[config.mk]
export PLATFORM = sky130hd
export DESIGN_NAME = program_loader
export DESIGN_NICKNAME = d
export VERILOG_FILES = /design/src/rtl/loader_pkg.sv /design/src/rtl/word_assembler.sv /design/src/rtl/program_loader.sv
export SDC_FILE = /design/constraint.sdc
export NUM_CORES = 1
export LEC_CHECK = 0
export ABC_AREA = 1
export BUFFER_PORTS_ARGS = -buffer_cell sky130_fd_sc_hd__buf_2
export CORE_MARGIN = 1.5
export CORE_UTILIZATION = 45
export DETAILED_ROUTE_END_ITERATION = 8
export PLACE_DENSITY = 0.65
export SLEW_MARGIN = 15
export SYNTH_ARGS = -nofsm -noshare
export SYNTH_HDL_FRONTEND = slang
export SYNTH_HIERARCHICAL = 1
export SYNTH_SLANG_ARGS = --single-unit
export TNS_END_PERCENT = 5
[constraint.sdc]
create_clock -name clock -period 6.6 [get_ports clock]
set_input_delay 0.33 -clock clock [delete_from_list [all_inputs] [get_ports clock]]
set_output_delay 0.33 -clock clock [all_outputs]
set_load 0.005 [all_outputs]
[src/rtl/loader_pkg.sv]
// Shared types and constants for the serial program loader.
package loader_pkg;

  localparam int unsigned LEN_W          = 16;
  localparam int unsigned BYTES_PER_WORD = 4;
  localparam int unsigned CSUM_W         = 8;
  localparam int unsigned BYTE_W         = 8;
  localparam int unsigned WORD_W         = 32;
  localparam int unsigned LANE_W         = 2;

  typedef enum logic [2:0] {
    S_IDLE,
    S_LEN_LO,
    S_LEN_HI,
    S_DATA,
    S_CHECK,
    S_DONE,
    S_ERROR
  } state_t;

  // True in the states where the loader consumes stream bytes.
  function automatic logic in_session(input state_t s);
    return (s == S_LEN_LO) || (s == S_LEN_HI) || (s == S_DATA) || (s == S_CHECK);
  endfunction

endpackage

[src/rtl/word_assembler.sv]
// Little-endian byte-to-word shift register with a registered word-complete pulse.
module word_assembler
  import loader_pkg::*;
(
  input  logic              clock,
  input  logic              reset_n,
  input  logic              clear,
  input  logic              shift_en,
  input  logic [BYTE_W-1:0] byte_in,
  output logic [WORD_W-1:0] word_out,
  output logic              word_complete
);

  logic [LANE_W-1:0] byte_idx;

  // Shift each byte in from the top so the first byte lands in bits [7:0].
  always_ff @(posedge clock or negedge reset_n) begin
    if (!reset_n) begin
      word_out      <= '0;
      byte_idx      <= '0;
      word_complete <= 1'b0;
    end else begin
      word_complete <= 1'b0;
      if (clear) begin
        word_out <= '0;
        byte_idx <= '0;
      end else if (shift_en) begin
        word_out      <= {byte_in, word_out[WORD_W-1:BYTE_W]};
        byte_idx      <= byte_idx + LANE_W'(1);
        word_complete <= (byte_idx == LANE_W'(BYTES_PER_WORD - 1));
      end
    end
  end

endmodule

[src/rtl/program_loader.sv]
// Loads a length-prefixed, XOR-checksummed byte stream into instruction memory
// and releases the CPU from reset only after a clean load.
module program_loader
  import loader_pkg::*;
#(
  parameter int unsigned DEPTH_WORDS = 64,
  parameter logic [31:0] BASE_ADDR   = 32'h0000_0000
) (
  input  logic        clock,
  input  logic        reset_n,
  input  logic        start,
  input  logic        byte_valid,
  input  logic [7:0]  byte_data,
  output logic        byte_ready,
  output logic        mem_we,
  output logic [31:0] mem_addr,
  output logic [31:0] mem_wdata,
  output logic        cpu_reset,
  output logic        busy,
  output logic        done,
  output logic        error
);

  state_t              state_q, state_d;
  logic [BYTE_W-1:0]   len_lo_q;
  logic [LEN_W-1:0]    len_total_q;
  logic [LEN_W-1:0]    word_cnt_q;
  logic [LANE_W-1:0]   lane_q;
  logic [CSUM_W-1:0]   csum_q;

  logic                accept_c;
  logic [LEN_W-1:0]    length_c;
  logic                last_byte_c;
  logic                word_end_c;
  logic                enter_len_lo_c;

  assign accept_c       = byte_valid & byte_ready;
  assign length_c       = {byte_data, len_lo_q};
  assign word_end_c     = (lane_q == LANE_W'(BYTES_PER_WORD - 1));
  assign last_byte_c    = word_end_c && (word_cnt_q == len_total_q - LEN_W'(1));
  assign enter_len_lo_c = (state_d == S_LEN_LO) && (state_q != S_LEN_LO);

  // Word assembly and the write strobe/data it produces.
  word_assembler u_asm (
    .clock         (clock),
    .reset_n       (reset_n),
    .clear         (enter_len_lo_c),
    .shift_en      (accept_c && (state_q == S_DATA)),
    .byte_in       (byte_data),
    .word_out      (mem_wdata),
    .word_complete (mem_we)
  );

  // State register.
  always_ff @(posedge clock or negedge reset_n) begin
    if (!reset_n) state_q <= S_IDLE;
    else          state_q <= state_d;
  end

  // Next-state logic; start only matters when no session is running.
  always_comb begin
    state_d = state_q;
    case (state_q)
      S_IDLE, S_DONE, S_ERROR: if (start) state_d = S_LEN_LO;
      S_LEN_LO: if (accept_c) state_d = S_LEN_HI;
      S_LEN_HI: begin
        if (accept_c) begin
          if (length_c == '0)                     state_d = S_CHECK;
          else if (32'(length_c) > DEPTH_WORDS)   state_d = S_ERROR;
          else                                    state_d = S_DATA;
        end
      end
      S_DATA:  if (accept_c && last_byte_c) state_d = S_CHECK;
      S_CHECK: begin
        if (accept_c) state_d = (byte_data == csum_q) ? S_DONE : S_ERROR;
      end
      default: state_d = S_IDLE;
    endcase
  end

  // Status outputs registered from the next state so they align with it.
  always_ff @(posedge clock or negedge reset_n) begin
    if (!reset_n) begin
      byte_ready <= 1'b0;
      busy       <= 1'b0;
      done       <= 1'b0;
      error      <= 1'b0;
      cpu_reset  <= 1'b1;
    end else begin
      byte_ready <= in_session(state_d);
      busy       <= in_session(state_d);
      done       <= (state_d == S_DONE);
      error      <= (state_d == S_ERROR);
      cpu_reset  <= (state_d != S_DONE);
    end
  end

  // Length capture, word/lane counting, checksum and write address.
  always_ff @(posedge clock or negedge reset_n) begin
    if (!reset_n) begin
      len_lo_q    <= '0;
      len_total_q <= '0;
      word_cnt_q  <= '0;
      lane_q      <= '0;
      csum_q      <= '0;
      mem_addr    <= '0;
    end else if (enter_len_lo_c) begin
      word_cnt_q <= '0;
      lane_q     <= '0;
      csum_q     <= '0;
    end else if (accept_c) begin
      case (state_q)
        S_LEN_LO: len_lo_q    <= byte_data;
        S_LEN_HI: len_total_q <= length_c;
        S_DATA: begin
          csum_q <= csum_q ^ byte_data;
          lane_q <= lane_q + LANE_W'(1);
          if (word_end_c) begin
            word_cnt_q <= word_cnt_q + LEN_W'(1);
            mem_addr   <= BASE_ADDR + 32'({word_cnt_q, 2'b00});
          end
        end
        default: ;
      endcase
    end
  end

endmodule

==> flow_metrics.py, run 1 <==
metrics = {
    "outcome": {
        "status": "completed",
    },
    "synth": {
        "muxShareOfSynthArea": 0,
        "synth_cell_type_count": 37,
        "synthAdderAreaFrac": 0.008634,
        "yosys.area.top_type": "dfrtp_1",
        "synth-seq-cells": 108,
        "netlist_instances": 764,
        "synth_top_area_frac": 0.4619,
        "synth-simple-area-share": 0.3371,
        "syn_area_per_cell_um2": 7.587,
        "ys_warn_count": 6,
        "synth-compound-area-share": 0.04705,
        "synth-seq-area-share": 0.4664,
        "synth_top_family_by_area": "simple AND/OR/NAND/NOR gates",
        "synth_xor_area_frac": 0.03475,
        "synth_area_leaders": "dfrtp_1, nand2_1, nand3_1",
        "netlist_area_um2": 5797,
    },
    "floorplan": {
        "fp-row-count": 41,
        "initial_core_util": 0.4593,
        "ios": 82,
        "die-height_um": 116.5,
        "dieArea_um2": 13570,
        "die_w_um": 116.5,
        "core_um2": 12620,
    },
    "cts": {
        "holdBufCountCts": 1,
        "postCtsSetupRepairBufs": 0,
        "numCtsBuffers": 9,
        "clkTransAtPathRegs_ns": 0.07,
        "cts_root_buf": "clkbuf_16",
        "cts-resized-gates": 0,
        "htreeDepth": 3,
        "clock_path_buffers": 2,
        "cts_sinks": 108,
        "clock_latency_ns": 0.36,
        "tritoncts": "yes",
    },
    "min_path": {
        "min-delay-start": "byte_data[2]",
        "worstHoldPathType": "in -> reg",
    },
    "placement": {
        "gp_congestion": 0.8831,
        "dp.cells": 979,
        "dpl.hpwl_um": 9578,
        "dpl_cell_area_um2": 6142,
        "pre_cts_ws_ns": 3.518,
        "place.port_buffers": 65,
    },
    "finish": {
        "nets": 835,
        "num-fill-cells": 1253,
        "final_cell_mix": "nand2_1, dfrtp_1, inv_1",
        "layoutNonFillerInstCount": 995,
        "num_antenna_cells": 0,
        "layout_commonest_cell": "nand2_1",
        "areaGrowthSynthToFinish_pct": 11.33,
        "drive_gt1_frac": 0.1458,
        "final_area_um2": 6454,
    },
    "worst_setup_path": {
        "rr_endpoint": "u_asm/word_out[2]",
        "worstPathRequired_ns": 6.90,
        "rrSetupSlack_ns": 3.50,
        "cp_slowest_cell": "nor2_4",
        "critPathLaunch": "len_total_q[0]",
        "path_cells": "inv_1 -> ha_1 -> a21oi_1 -> nand2_1 -> nor2_1 -> nand3_1 -> nor2_1 -> nand2_1 -> nor2_2 -> nand4_2 -> nand3_4 -> inv_1 -> nor2_4 -> nand2_1 -> nand2_1",
        "crit_path_max_incr_delay_ns": 0.59,
        "critPathLaunchType": "flop",
        "criticalPathCategory": "reg -> reg",
        "crit_fanout": 34,
        "critical_path_arrival_ns": 3.39,
        "crit_top_cell": "nand2_1",
        "crit_end": "u_asm/word_out[2]",
        "cp-end-kind": "flop",
        "r2r_cells": 15,
        "r2r-start": "len_total_q[0]",
    },
    "routing": {
        "drt_first_iter_violations": 367,
        "vias": 4840,
        "wirelength_um": 13020,
        "drc_errors": 0,
        "viasPerCell": 4.864,
        "first_pass_iters": 5,
        "avgRoutedWirePerCell_um": 13.08,
        "ant_nets": 0,
    },
    "grt": {
        "antenna_found_initial": 0,
        "grt_start_max_net_pins": 75,
        "overflow": 0,
        "grt_pass1_wl_um": 21530,
        "grt_pass1_vias": 4407,
        "grt_use_total": 0.2032,
    },
    "sta": {
        "slew_headroom": 0.3886,
        "timing.fmax_mhz": 323.0,
        "fin_skew_ns": 0.007883,
        "finalSetupViolCount": 0,
        "fin_setup_tns_ns": 0,
        "setup_slack_ns": 3.504,
        "finalCritPeriodShare": 0.4690,
        "tightest_slew_ns": 0.9172,
        "layout_min_cycle_time_ns": 3.096,
        "hold_violations": 0,
        "drv_slew": 0,
        "rsz0062_at_grt": "no",
    },
    "job": {
        "cap_violations": 0,
    },
    "power": {
        "ir_drop_v": 0.0002783,
        "powerDensity_nw_per_um2": 366.5,
        "p_leak_nw": 3.666,
    },
}
cells in the mapped netlist, drive strengths merged:
cell    count
nand3      76
a21boi      1
nand3b      3
xor2       14
dfstp       1
conb        1
ha          4
clkbuf      9
nand2     281
clkinv      1
a31o        1
o211ai      1
xnor2       9
buf        30
dfrtp     107
or2         3
nor3        9
a21oi       3
and2        1
nor4        1
nor2       60
o21ai      45
nand4      12
o41ai       1
inv        90
metal layers:
layer / track usage / part of all wire / vias to the layer above
met2: 0.3047 / 0.45 / 93
met1: 0.2972 / 0.49 / 2278
li1: - / - / 2452
met5: 0 / 0 / -
met4: 0.07154 / 0.018 / 0
met3: 0.03477 / 0.034 / 17
worst max-delay path: cells and delay by family (launching register included):
kind	cells	cell delay, ns
fa+ha+maj	1	0.26
simple gates	11	1.87
flops	1	0.38
compound gates	1	0.20
buf+inv	2	0.30
report_power, final:
group,switching [mW],internal (mW),total (mW)
clock network,0.252,0.307,0.560
logic,0.585,0.285,0.870
registers,0.131,0.805,0.936
logic make-up (layout without fill, tap and decap cells):
| family | count (synthesis) | after routing |
|---|---|---|
| AOI/OAI and AO/OA | 52 | 52 |
| adders and majority gates | 4 | 4 |
| xor gates and xnor gates | 23 | 23 |
| other | 1 | 16 |
| buffers and inverters | 130 | 174 |
| and+or+nand+nor | 446 | 446 |
| DFF | 108 | 108 |
cell type report:
type	instances	area [um2]	share of cell area
timing repair buffer	68	352.8	0.05467
clock inverter	4	58.81	0.009112
inverter	91	341.6	0.05293
sequential	108	2704	0.4190
multi-input combinational	541	2539	0.3934
clock buffer	11	242.7	0.03761
tap	172	215.2	0.03335
state kept, by name (all words and copies together) (netlist names):
| name | cells |
|---|---|
| csum_q | 8 |
| lane_q | 2 |
| error | 1 |
| state_q | 3 |
| word_cnt_q | 16 |
| u_asm/byte_idx | 2 |
| u_asm/word_out | 32 |
| u_asm/word_complete | 1 |
| cpu_reset | 1 |
| done | 1 |
| busy | 1 |
| len_total_q | 16 |
| len_lo_q | 8 |
| mem_addr | 16 |
metrics by stage:
stage | util | hold slack, ns | power, mW
final | 0.5114 | 0.2601 | 2.365
after detailed placement | 0.4867 | 0.3151 | 1.820
after floorplan | - | 0.03441 | 1.629
after global placement | 0.4867 | 0.3023 | 1.799
after CTS | 0.5114 | 0.2477 | 2.383
after global routing | 0.5114 | 0.2722 | 2.553
how the worst min path moves through the flow:
stage | slack [ns] | depth (start not counted) | to
2_1_floorplan | 0.03 | 0 | busy
3_3_place_gp | 0.30 | 1 | mem_addr[16]
3_5_place_dp | 0.32 | 1 | mem_addr[16]
4_1_cts | 0.25 | 3 | u_asm/word_out[26]
5_1_grt | 0.27 | 3 | u_asm/word_out[26]
6_report | 0.26 | 3 | u_asm/word_out[26]
No activity file was read; power rests on OpenSTA's default activity.
==> run 2: changes to the inputs <==
--- a/config.mk
+++ b/config.mk
@@ -5,12 +5,12 @@
 export SDC_FILE = /design/constraint.sdc
 export NUM_CORES = 1
 export LEC_CHECK = 0
-export ABC_AREA = 1
+export ABC_AREA = 0
 export BUFFER_PORTS_ARGS = -buffer_cell sky130_fd_sc_hd__buf_2
 export CORE_MARGIN = 1.5
 export CORE_UTILIZATION = 45
 export DETAILED_ROUTE_END_ITERATION = 8
-export PLACE_DENSITY = 0.65
+export PLACE_DENSITY = 0.66
 export SLEW_MARGIN = 15
 export SYNTH_ARGS = -nofsm -noshare
 export SYNTH_HDL_FRONTEND = slang
==> constraint.sdc (replaced) <==
create_clock -name clock -period 2.9 [get_ports clock]
set_input_delay 0.145 -clock clock [delete_from_list [all_inputs] [get_ports clock]]
set_output_delay 0.145 -clock clock [all_outputs]
set_load 0.005 [all_outputs]
==> flow_metrics.py, run 2 <==
metrics = {
    "outcome": {
        "status": "completed",
    },
    "power": {
        "powerDensity_nw_per_um2": 846.9,
        "p_leak_nw": 2.908,
        "ir_drop_v": 0.0003254,
    },
    "grt": {
        "overflow": 0,
        "antenna_found_initial": 0,
        "grt_start_max_net_pins": 57,
        "grt_use_total": 0.1903,
        "grt_pass1_vias": 3788,
        "grt_pass1_wl_um": 19090,
    },
    "routing": {
        "first_pass_iters": 6,
        "avgRoutedWirePerCell_um": 15.79,
        "drc_errors": 0,
        "viasPerCell": 5.353,
        "drt_first_iter_violations": 206,
        "vias": 3897,
        "ant_nets": 0,
        "wirelength_um": 11490,
    },
    "worst_setup_path": {
        "r2r_cells": 8,
        "worstPathRequired_ns": 3.14,
        "criticalPathCategory": "reg -> reg",
        "crit_fanout": 19,
        "critical_path_arrival_ns": 2.82,
        "critPathLaunchType": "flop",
        "cp-end-kind": "flop",
    },
    "finish": {
        "layout_commonest_cell": "dfrtp_1",
        "largest-register": "u_asm/word_out",
        "final_cell_mix": "dfrtp_1, nand2_1, nor2_1",
        "layoutNonFillerInstCount": 728,
        "nets": 597,
        "areaGrowthSynthToFinish_pct": 12.86,
        "num_antenna_cells": 0,
        "drive_gt1_frac": 0.2137,
        "largest_reg_flops": 32,
    },
    "synth": {
        "synth-seq-cells": 108,
        "synth_edf_count": 0,
        "yosys.area.top_type": "dfrtp_1",
        "synth.most_common_cell": "dfrtp_1",
        "synth_area_leaders": "dfrtp_1, mux2i_1, nand2_1",
        "ys.flop_type": "dfrtp_1",
        "synthArstFlopShare": 1.000,
        "synth_cell_type_count": 60,
        "netlist_area_um2": 5370,
        "synth_top_area_frac": 0.4986,
        "syn_area_per_cell_um2": 10.41,
        "netlist_instances": 516,
        "synth-seq-area-share": 0.5035,
        "ys_top_cells_by_count": "dfrtp_1, nand2_1, nor2_1, mux2i_1, xor2_1",
        "ys_warn_count": 6,
    },
    "placement": {
        "gp_congestion": 0.8894,
        "dp.cells": 712,
        "dpl.hpwl_um": 8148,
        "place.port_buffers": 65,
    },
    "cts": {
        "clkTransAtPathRegs_ns": 0.07,
        "cts_sinks": 108,
        "cts_root_buf": "clkbuf_16",
        "numCtsBuffers": 9,
        "clock_path_buffers": 2,
        "postCtsSetupRepairBufs": 0,
        "clock_latency_ns": 0.35,
        "htreeDepth": 3,
        "holdBufCountCts": 1,
        "cts-resized-gates": 0,
        "tritoncts": "yes",
    },
    "sta": {
        "drv_slew": 0,
        "slew_headroom": 0.4470,
        "tightest_slew_ns": 0.8251,
        "fin_skew_ns": 0.008821,
        "rsz0062_at_grt": "no",
        "layout_min_cycle_time_ns": 2.587,
        "hold_violations": 0,
        "fin_setup_tns_ns": 0,
        "finalSetupViolCount": 0,
        "timing.fmax_mhz": 386.6,
        "finalCritPeriodShare": 0.8919,
    },
    "min_path": {
        "worstHoldPathType": "in -> reg",
        "holdPathStages": 2,
    },
    "floorplan": {
        "fp-row-count": 39,
        "dieArea_um2": 12600,
        "die-height_um": 112.2,
        "die_w_um": 112.2,
        "ios": 82,
        "initial_core_util": 0.4663,
        "core_um2": 11520,
    },
    "job": {
        "cap_violations": 0,
    },
}
## run 2: cell count changes in the layout (fill, tap and decap cells not counted), sizes merged, moves of 10 or more
cell	before	now
xor2	14	25
mux2i	0	36
o21ai	45	12
nor2	60	70
nand3	76	13
inv	91	8
mux2	0	22
xnor2	9	21
nand2	281	75
## run 2: cells by family after synthesis
logic type,count (synthesis),share of synthesized area
compound gates,41,0.05615
xor+xnor,46,0.07502
fa+ha+maj,4,0.009320
buf+inv,42,0.05335
flops,108,0.5035
mux,58,0.1132
other cells,1,0.0006983
simple gates,216,0.1887
## run 2: through the flow
| step | worst slack [ns] | util | instance area, um2 | hold slack (ns) | power [mW] |
|---|---|---|---|---|---|
| 2_1_floorplan | 0.4396 | - | 5426 | -0.1506 | 3.451 |
| 3_3_place_gp | 0.3403 | 0.5015 | 5776 | 0.2376 | 3.951 |
| 3_5_place_dp | 0.3312 | 0.5015 | 5776 | 0.2372 | 4.009 |
| 4_1_cts | 0.2993 | 0.5263 | 6061 | 0.1352 | 5.169 |
| 5_1_grt | 0.1546 | 0.5263 | 6061 | 0.1467 | 5.468 |
| 6_report | 0.3134 | 0.5263 | 6061 | 0.1367 | 5.133 |
## run 2: worst paths after layout
| path | slack [ns] | end | startpoint |
|---|---|---|---|
| max | 0.31 | u_asm/word_out[26] | busy |
| min reg2reg | 0.47 | mem_addr[9] | mem_addr[9] |
| max reg2reg | 0.31 | u_asm/word_out[26] | busy |
| min | 0.14 | len_lo_q[7] | byte_data[7] |
| max in group asynchronous | 1.75 | word_cnt_q[5] | reset_n |
| min in group asynchronous | 0.40 | u_asm/byte_idx[1] | reset_n |
## run 2: cell type report
type / count / area (um2)
Fill cell: 1074 / 5455
Sequential cell: 108 / 2704
Multi-Input combinational cell: 381 / 2450
Timing Repair Buffer: 75 / 430.4
Clock buffer: 10 / 239.0
Tap cell: 143 / 178.9
Clock inverter: 5 / 36.28
Inverter: 6 / 22.52
## run 2: routing by layer
metal  up-vias  wire [um]  global-route usage
met1      1939       5476              0.2650
met4         0        180             0.06329
met5         -          0                   0
met3        17        447             0.03834
li1       1849          -                   -
met2        92       5390              0.3002
## run 2: worst max-delay path, cell delays in order, from the launching register on
cell and delay, ns:
dfrtp_1 0.41, and2_1 0.32, nand2_1 0.11, or4_1 0.54, and2_1 0.22, nor3b_4 0.39
buf_12 0.21, buf_4 0.20, nor2_1 0.07
## run 2: where the power goes
group / internal, mW / switching [mW]
sequential: 1.84 / 0.387
combinational: 0.812 / 0.950
clock: 0.606 / 0.541
total: 3.25 / 1.88
==> run 3: changes to the inputs <==
--- a/config.mk
+++ b/config.mk
@@ -7,10 +7,9 @@
 export LEC_CHECK = 0
 export ABC_AREA = 0
 export BUFFER_PORTS_ARGS = -buffer_cell sky130_fd_sc_hd__buf_2
-export CORE_MARGIN = 1.5
-export CORE_UTILIZATION = 45
+export CORE_UTILIZATION = 57
 export DETAILED_ROUTE_END_ITERATION = 8
-export PLACE_DENSITY = 0.66
+export PLACE_DENSITY = 0.8
 export SLEW_MARGIN = 15
 export SYNTH_ARGS = -nofsm -noshare
 export SYNTH_HDL_FRONTEND = slang
==> flow_metrics.py, run 3 (synthesis gave the netlist of run 2 again) <==
metrics = {
    "outcome": {
        "status": "completed",
    },
    "routing": {
        "ant_nets": 0,
        "drt_first_iter_violations": 211,
        "wirelength_um": 11180,
        "avgRoutedWirePerCell_um": 16.08,
        "vias": 3874,
        "drc_errors": 0,
        "first_pass_iters": 5,
        "viasPerCell": 5.574,
    },
    "worst_setup_path": {
        "crit_path_max_incr_delay_ns": 0.54,
        "cp-end-kind": "flop",
        "critical_path_arrival_ns": 2.88,
        "path_cells": "inv_1 -> ha_1 -> or4b_4 -> nor2_1 -> mux2i_1 -> o221ai_1 -> nor4_1 -> o21ai_1 -> xnor2_1",
        "worstPathRequired_ns": 3.16,
        "rrSetupSlack_ns": 0.28,
        "criticalPathCategory": "reg -> reg",
        "cp_slowest_cell": "or4b_4",
        "crit_fanout": 5,
        "critPathLaunch": "len_total_q[0]",
        "critPathLaunchType": "flop",
        "r2r-start": "len_total_q[0]",
    },
    "floorplan": {
        "fp-row-count": 35,
        "ios": 82,
        "die-height_um": 99.07,
        "dieArea_um2": 9814,
        "core_um2": 9196,
        "initial_core_util": 0.5839,
        "die_w_um": 99.07,
    },
    "cts": {
        "cts_sinks": 108,
        "clock_latency_ns": 0.38,
        "holdBufCountCts": 0,
        "htreeDepth": 3,
        "numCtsBuffers": 9,
        "postCtsSetupRepairBufs": 0,
        "clkTransAtPathRegs_ns": 0.11,
        "cts-resized-gates": 0,
        "tritoncts": "yes",
        "cts_root_buf": "clkbuf_8",
        "clock_path_buffers": 2,
    },
    "finish": {
        "largest-register": "u_asm/word_out",
        "drive_gt1_frac": 0.2123,
        "nets": 595,
        "areaGrowthSynthToFinish_pct": 10.11,
        "multiInputGateArea_um2": 2450,
        "layout_commonest_cell": "dfrtp_1",
        "final_area_um2": 5913,
        "num_antenna_cells": 0,
        "register_area_um2": 2704,
        "fin_util": 0.6430,
        "final_cell_mix": "dfrtp_1, nand2_1, nor2_1",
        "num-fill-cells": 766,
        "largest_reg_flops": 32,
    },
    "sta": {
        "hold_violations": 0,
        "hold_ws_ns": 0.1254,
        "drv_slew": 0,
        "finalSetupViolCount": 0,
        "rsz0062_at_grt": "no",
        "layout_min_cycle_time_ns": 2.621,
        "fin_setup_tns_ns": 0,
        "finalCritPeriodShare": 0.9037,
        "timing.fmax_mhz": 381.6,
        "slew_headroom": 0.4748,
        "fin_skew_ns": 0.01313,
        "tightest_slew_ns": 0.7835,
    },
    "power": {
        "powerDensity_nw_per_um2": 811.7,
        "p_leak_nw": 2.854,
        "ir_drop_v": 0.0004739,
    },
    "grt": {
        "grt_pass1_wl_um": 19060,
        "overflow": 0,
        "grt_start_max_net_pins": 88,
        "grt_use_total": 0.2467,
        "grt_pass1_vias": 3860,
        "antenna_found_initial": 0,
    },
    "min_path": {
        "min-delay-start": "byte_data[7]",
        "worstHoldPathType": "in -> reg",
    },
    "placement": {
        "dpl.hpwl_um": 7771,
        "dpl_cell_area_um2": 5708,
        "place.port_buffers": 65,
        "gp_congestion": 0.8983,
    },
    "job": {
        "cap_violations": 0,
    },
}
run 3: where the power goes:
group,leakage [nW],total (mW),internal [mW],switching [mW]
registers,1.45,2.21,1.83,0.381
clock network,0.0993,0.895,0.336,0.560
logic,1.31,1.69,0.761,0.929
total,2.85,4.80,2.93,1.87
run 3: path summary, 6_finish.rpt:
check                           depth (start not counted)            endpoint
worst max-delay path                                    9                busy
max in group asynchronous                               3       word_cnt_q[4]
worst min-delay path                                    3  u_asm/word_out[31]
worst min register to register                          2         mem_addr[2]
min in group asynchronous                               2           csum_q[0]
worst max register to register                          9                busy
run 3: area by class of cell:
| class | count | area share |
|---|---|---|
| inverter | 6 | 0.003809 |
| tap | 111 | 0.02349 |
| timing repair buffer | 73 | 0.06877 |
| clock inverter | 7 | 0.01143 |
| sequential | 108 | 0.4573 |
| multi-input combinational | 381 | 0.4143 |
| clock buffer | 9 | 0.02095 |
run 3: metal layers:
layer / global-route usage / up-vias / wire, um
li1: - / 1849 / -
met1: 0.3460 / 1887 / 5111
met2: 0.3911 / 120 / 5332
met3: 0.04965 / 18 / 555
met4: 0.07579 / 0 / 176
met5: 0 / - / 0
run 3: stage by stage:
| step | std cells | total power [mW] | worst slack [ns] |
|---|---|---|---|
| detailed placement | 678 | 3.931 | 0.3214 |
| finish | 695 | 4.800 | 0.2792 |
| global route | 695 | 5.109 | 0.02093 |
| floorplan | 531 | 3.451 | 0.4396 |
| CTS | 694 | 4.825 | 0.2750 |
| global placement | 678 | 3.851 | 0.4507 |
run 3: critical path: cells and delay by family, from the launching register on:
kind	cells	cell delay [ns]
compound gates	2	0.32
xor+xnor	1	0.13
fa+ha+maj	1	0.26
buf+inv	1	0.09
flops	1	0.44
mux	1	0.23
simple gates	3	1.04
